==> config.mk <==
export PLATFORM = sky130hd
export DESIGN_NAME = uart_word_seq
export DESIGN_NICKNAME = d
export VERILOG_FILES = /design/src/rtl/uart_pkg.sv /design/src/rtl/uart_word_rx.sv /design/src/rtl/uart_word_seq.sv
export SDC_FILE = /design/constraint.sdc
export NUM_CORES = 1
export LEC_CHECK = 0
export BUFFER_PORTS_ARGS = -buffer_cell sky130_fd_sc_hd__buf_2
export CORE_MARGIN = 2
export CORE_UTILIZATION = 51
export DETAILED_ROUTE_END_ITERATION = 12
export PLACE_DENSITY_LB_ADDON = 0.25
export SYNTH_ARGS = -nofsm -noshare
export SYNTH_HDL_FRONTEND = slang
export SYNTH_SLANG_ARGS = --single-unit
export TNS_END_PERCENT = 30
==> constraint.sdc <==
create_clock -name clk_i -period 2.47 [get_ports clk_i]
set_clock_uncertainty 0.15 [all_clocks]
set_input_delay 0.247 -clock clk_i [delete_from_list [all_inputs] [get_ports clk_i]]
set_output_delay 0.247 -clock clk_i [all_outputs]
set_load 0.02 [all_outputs]
==> src/rtl/uart_pkg.sv <==
// Shared UART constants and TX sequencer state encoding.
// Pure declarations; no timing or flow-control behaviour of its own.
package uart_pkg;
   localparam int UART_CLK_FREQ  = 100_000_000;
   localparam int UART_BAUD_RATE = 115_200;
   localparam int BIT_WIDTH      = UART_CLK_FREQ / UART_BAUD_RATE;
   localparam int TIMEOUT_CYCLES = 200_000;
   localparam int EN_HOLD_MAX    = 64;

   typedef enum logic [2:0] {
      TX_IDLE,
      TX_LOAD,
      TX_WAIT_BUSY,
      TX_WAIT_DONE,
      TX_GAP
   } tx_state_e;
endpackage

==> src/rtl/uart_word_rx.sv <==
// Assembles WORD_BYTES received bytes (LSB first) into a word; 1-cycle registered valid pulse.
// No backpressure: bytes are always accepted; an idle partial word is dropped with a timeout pulse.
module uart_word_rx
   import uart_pkg::*;
#(
   parameter int WORD_BYTES     = 16,
   parameter int TIMEOUT_CYCLES = uart_pkg::TIMEOUT_CYCLES
) (
   input  logic                    clk_i,
   input  logic                    rst_i,
   input  logic                    rx_data_en_i,
   input  logic [7:0]              rx_data_i,
   output logic [8*WORD_BYTES-1:0] rx_word_o,
   output logic                    rx_word_valid_o,
   output logic                    rx_timeout_o
);
   localparam int IDX_W = $clog2(WORD_BYTES);
   localparam int CNT_W = $clog2(TIMEOUT_CYCLES + 1);

   logic [IDX_W-1:0]        rx_idx_q, rx_idx_d;
   logic [CNT_W-1:0]        idle_q, idle_d;
   logic [8*WORD_BYTES-1:0] shadow_q, shadow_d;
   logic [8*WORD_BYTES-1:0] rx_word_q, rx_word_d;
   logic                    valid_d, timeout_d;
   logic                    valid_q, timeout_q;

   always_comb begin
      rx_idx_d  = rx_idx_q;
      idle_d    = idle_q;
      shadow_d  = shadow_q;
      rx_word_d = rx_word_q;
      valid_d   = 1'b0;
      timeout_d = 1'b0;
      if (rx_data_en_i) begin
         shadow_d[{rx_idx_q, 3'b000} +: 8] = rx_data_i;
         idle_d = '0;
         if (rx_idx_q == IDX_W'(WORD_BYTES - 1)) begin
            rx_word_d = shadow_d;
            valid_d   = 1'b1;
            rx_idx_d  = '0;
         end else begin
            rx_idx_d = rx_idx_q + 1'b1;
         end
      end else if (rx_idx_q != '0) begin
         // The terminal count always discards the word, so the counter never passes it.
         if (idle_q == CNT_W'(TIMEOUT_CYCLES - 1)) begin
            timeout_d = 1'b1;
            rx_idx_d  = '0;
            idle_d    = '0;
         end else begin
            idle_d = idle_q + 1'b1;
         end
      end
   end

   always_ff @(posedge clk_i) begin
      if (rst_i) begin
         rx_idx_q  <= '0;
         idle_q    <= '0;
         shadow_q  <= '0;
         rx_word_q <= '0;
         valid_q   <= 1'b0;
         timeout_q <= 1'b0;
      end else begin
         rx_idx_q  <= rx_idx_d;
         idle_q    <= idle_d;
         shadow_q  <= shadow_d;
         rx_word_q <= rx_word_d;
         valid_q   <= valid_d;
         timeout_q <= timeout_d;
      end
   end

   assign rx_word_o       = rx_word_q;
   assign rx_word_valid_o = valid_q;
   assign rx_timeout_o    = timeout_q;
endmodule

==> src/rtl/uart_word_seq.sv <==
// Word <-> byte sequencer for the UART byte engine; TX first enable rise 2 cycles after accept.
// TX ready only in IDLE (one word in flight); RX side has no backpressure.
module uart_word_seq
   import uart_pkg::*;
#(
   parameter int WORD_BYTES     = 16,
   parameter int TIMEOUT_CYCLES = uart_pkg::TIMEOUT_CYCLES,
   parameter int EN_HOLD_MAX    = uart_pkg::EN_HOLD_MAX
) (
   input  logic                    clk_i,
   input  logic                    rst_i,
   input  logic                    rx_data_en_i,
   input  logic [7:0]              rx_data_i,
   input  logic                    tx_busy_i,
   output logic                    tx_data_en_o,
   output logic [7:0]              tx_data_o,
   input  logic [8*WORD_BYTES-1:0] tx_word_i,
   input  logic                    tx_word_valid_i,
   output logic                    tx_word_ready_o,
   output logic [8*WORD_BYTES-1:0] rx_word_o,
   output logic                    rx_word_valid_o,
   output logic                    rx_timeout_o
);
   localparam int IDX_W  = $clog2(WORD_BYTES);
   localparam int HOLD_W = $clog2(EN_HOLD_MAX + 1);

   tx_state_e               state_q, state_d;
   logic [IDX_W-1:0]        tx_idx_q, tx_idx_d;
   logic [HOLD_W-1:0]       hold_q, hold_d;
   logic [8*WORD_BYTES-1:0] shift_q, shift_d;
   logic [7:0]              tx_data_q, tx_data_d;
   logic                    tx_data_en_q, tx_word_ready_q;

   uart_word_rx #(
      .WORD_BYTES     (WORD_BYTES),
      .TIMEOUT_CYCLES (TIMEOUT_CYCLES)
   ) u_rx (
      .clk_i           (clk_i),
      .rst_i           (rst_i),
      .rx_data_en_i    (rx_data_en_i),
      .rx_data_i       (rx_data_i),
      .rx_word_o       (rx_word_o),
      .rx_word_valid_o (rx_word_valid_o),
      .rx_timeout_o    (rx_timeout_o)
   );

   // tx_data only changes when entering LOAD, where the enable is low.
   always_comb begin
      state_d   = state_q;
      tx_idx_d  = tx_idx_q;
      hold_d    = hold_q;
      shift_d   = shift_q;
      tx_data_d = tx_data_q;
      case (state_q)
         TX_IDLE: begin
            if (tx_word_valid_i && tx_word_ready_q) begin
               shift_d   = tx_word_i;
               tx_data_d = tx_word_i[7:0];
               tx_idx_d  = '0;
               state_d   = TX_LOAD;
            end
         end
         TX_LOAD: begin
            hold_d  = '0;
            state_d = TX_WAIT_BUSY;
         end
         TX_WAIT_BUSY: begin
            if (tx_busy_i) begin
               state_d = TX_WAIT_DONE;
            end else if (hold_q == HOLD_W'(EN_HOLD_MAX - 1)) begin
               state_d = TX_LOAD;
            end else begin
               hold_d = hold_q + 1'b1;
            end
         end
         TX_WAIT_DONE: begin
            if (!tx_busy_i) begin
               if (tx_idx_q == IDX_W'(WORD_BYTES - 1)) begin
                  state_d = TX_GAP;
               end else begin
                  tx_idx_d  = tx_idx_q + 1'b1;
                  shift_d   = shift_q >> 8;
                  tx_data_d = shift_q[15:8];
                  state_d   = TX_LOAD;
               end
            end
         end
         TX_GAP:  state_d = TX_IDLE;
         default: state_d = TX_IDLE;
      endcase
   end

   always_ff @(posedge clk_i) begin
      if (rst_i) begin
         state_q         <= TX_IDLE;
         tx_idx_q        <= '0;
         hold_q          <= '0;
         shift_q         <= '0;
         tx_data_q       <= '0;
         tx_data_en_q    <= 1'b0;
         tx_word_ready_q <= 1'b0;
      end else begin
         state_q         <= state_d;
         tx_idx_q        <= tx_idx_d;
         hold_q          <= hold_d;
         shift_q         <= shift_d;
         tx_data_q       <= tx_data_d;
         tx_data_en_q    <= (state_d == TX_WAIT_BUSY);
         tx_word_ready_q <= (state_d == TX_IDLE);
      end
   end

   assign tx_data_en_o    = tx_data_en_q;
   assign tx_data_o       = tx_data_q;
   assign tx_word_ready_o = tx_word_ready_q;
endmodule

==> reports/results.ini <==
[outcome]
status = completed

[grt]
grt_pass1_wl_mm = 91.6
gr-total-overflow = 0
track_usage_pct = 29.5
grt_pass1_vias = 17000
grt_max_degree = 92
antenna_found_initial = 0

[sta]
tns_ns = 0
layout_setup_ws_ns = 0.132
rsz0062_at_grt = no
period_share_pct = 94.7
min_period_ns = 2.34
max_freq_mhz = 428
setup_viol = 0
slew-limit-headroom_pct = 41.0
hold_viol = 0
worst_pin_slew_ns = 0.878
slew_viol_final = 0

[pwr]
power.total_mw = 15.9
power.density_nw_per_um2 = 689
leakagePower_nw = 9.19
vdd_drop_max_uv = 549

[placement]
place_ws_ns = 0.121
place_hpwl_mm = 36.3
dp.cells = 2727
port_buffers = 280
place.gp.congestion = 0.890

[die]
dieArea_sq_um = 37400
initial_core_util_pct = 51.6
coreArea_sq_um = 35500
dieWidth_um = 193
pin_count = 281
rows = 69
die_y_um = 193

[final_layout]
mostFrequentLayoutCell = dfxtp_1
nFillCells = 2855
drive_gt1_share_pct = 20.1
area_growth_pct = 25.6
fin_nets = 2597
final_cell_mix = dfxtp_1, nand2_1, buf_2, a21oi_1, dlygate4sd3_1
finalNonFillerCells = 2943

[logic_synthesis]
synth_cell_type_count = 81
ys.flop_type = dfxtp_1
netlist_instances = 2122
yosysSeqAreaShare_pct = 46.4
synth-edff-count = 0
syn_area_per_cell_sq_um = 8.63
synth-seq-cells = 424
postSynth.asyncResetShare_pct = 0
synth_nets = 2270
synth_area_sq_um = 18300
yosysWarnings = 0

[routing]
routedWlPerCell_um = 19.6
drtIter0Drc = 1553
routed_wirelength_mm = 57.8
vias = 17900
drt-pass1-iter-count = 8
via_per_inst = 6.09
drc = 0
ant_nets = 0

[critical_path]
start_kind = register
timing.rr.start = u_rx.rx_idx_q[0]$_SDFFE_PP0P_
worst_ep_arrival_time_ns = 2.68
worstSetupPathType = register to register
crit_path_end_kind = register
cp_max_fo = 20
cp_data_required_time_ns = 2.81
critical_path.startpoint = u_rx.rx_idx_q[0]$_SDFFE_PP0P_

[job]
maxCapViolCount = 0

[hold_path]
hp-class = input port to register
hold_start = tx_word_valid_i

[clock_tree]
clock-sinks = 424
h-tree-depth = 2
clkTransAtPathRegs_ns = 0.07
root_buffer = clkbuf_16
clockBufferDepth = 3
cts_tree = built
insertion_delay_ns = 0.57
numCtsBuffers = 45

[metal layers]
layer  wire [um]  share of wire, %  vias up  track usage (%)
met3        4820               8.3      147             5.26
met4        2070               3.6        0             11.0
met1       24000                42     8569             39.2
met2       26900                46      849             48.1
met5           0                 0        -                0
li1            -                 -     8345                -
[logic make-up after synthesis]
family	after synthesis	synth area share, %
muxes	84	4.61
AOI/OAI and AO/OA	636	23.5
xor gates and xnor gates	11	0.567
DFF	424	46.4
buffers and inverters	217	5.56
adders and majority gates	7	0.478
and+or+nand+nor	743	18.9
[flip-flops by register name (all words and copies together), names as in the netlist]
name / flops
u_rx.rx_timeout_o: 1
tx_data_en_o: 1
tx_word_ready_o: 1
state_q: 3
hold_q: 7
u_rx.idle_q: 18
tx_idx_q: 4
u_rx.rx_word_o: 128
shift_q: 128
u_rx.rx_idx_q: 4
u_rx.rx_word_valid_o: 1
u_rx.shadow_q: 128
[cell usage after synthesis (all sizes together) (8+ instances only)]
cell type | count | area [sq um]
clkbuf | 126 | 473
a211oi | 13 | 97.6
a22o | 29 | 254
nor2 | 118 | 445
and3 | 19 | 119
nor4 | 16 | 164
a31oi | 32 | 206
nand3 | 62 | 315
mux2i | 82 | 821
buf | 82 | 512
nor3 | 12 | 75.1
a311oi | 120 | 1180
nand4 | 38 | 257
dfxtp | 424 | 8490
o311a | 21 | 210
nand2 | 408 | 1530
or4 | 8 | 60.1
a21oi | 251 | 1280
a41oi | 8 | 77.6
o31ai | 21 | 158
o21ai | 112 | 564
[worst paths after layout]
check / slack, ns / endpoint / depth (start not counted)
worst max register to register: 0.13 / u_rx.rx_word_o[108]$_SDFFE_PP0P_ / 5
worst min-delay path: 0.07 / tx_idx_q[1]$_SDFFE_PP0P_ / 4
worst max-delay path: 0.13 / u_rx.rx_word_o[108]$_SDFFE_PP0P_ / 5
worst min register to register: 0.30 / u_rx.rx_word_o[43]$_SDFFE_PP0P_ / 2
[critical path: stages, from the launching register on]
cell	delay (ns)
dfxtp_2	0.32
buf_4	0.22
ha_1	0.20
clkinv_1	0.31
nor3_1	0.83
o311a_1	0.23
[power by group]
| group | total (mW) | leakage (nW) | switching [mW] | internal (mW) |
|---|---|---|---|---|
| clock network | 6.85 | 0.735 | 2.83 | 4.02 |
| registers | 7.26 | 3.43 | 0.162 | 7.09 |
| logic | 1.75 | 5.02 | 1.03 | 0.721 |
[through the flow]
step                hold WS (ns)  cell area (sq um)  util [%]
floorplan                  0.233              18300         -
global placement           0.285              20100      56.8
detailed placement         0.294              20100      56.8
CTS                       0.0388              23000      64.7
global route              0.0874              23000      64.8
finish                    0.0652              23000      64.8
[area by class of cell]
type | count | area, sq um | area share [%]
Sequential cell | 424 | 8490 | 36.9
Clock buffer | 65 | 1310 | 5.71
Multi-Input combinational cell | 1481 | 8870 | 38.6
Timing Repair Buffer | 488 | 3530 | 15.3
Tap cell | 461 | 577 | 2.51
Antenna cell | 1 | 2.50 | 0.0109
Clock inverter | 14 | 185 | 0.805
Inverter | 9 | 35.0 | 0.152
[timing repair]
item / CTS / global route
endpoints found under the setup margin: 0 / 36
resized for setup: 0 / 2
buffers inserted: 0 / 3
hold buffers: 133 / 0
hold endpoints to repair: 146 / 0
No activity file was read; power rests on OpenSTA's default activity.
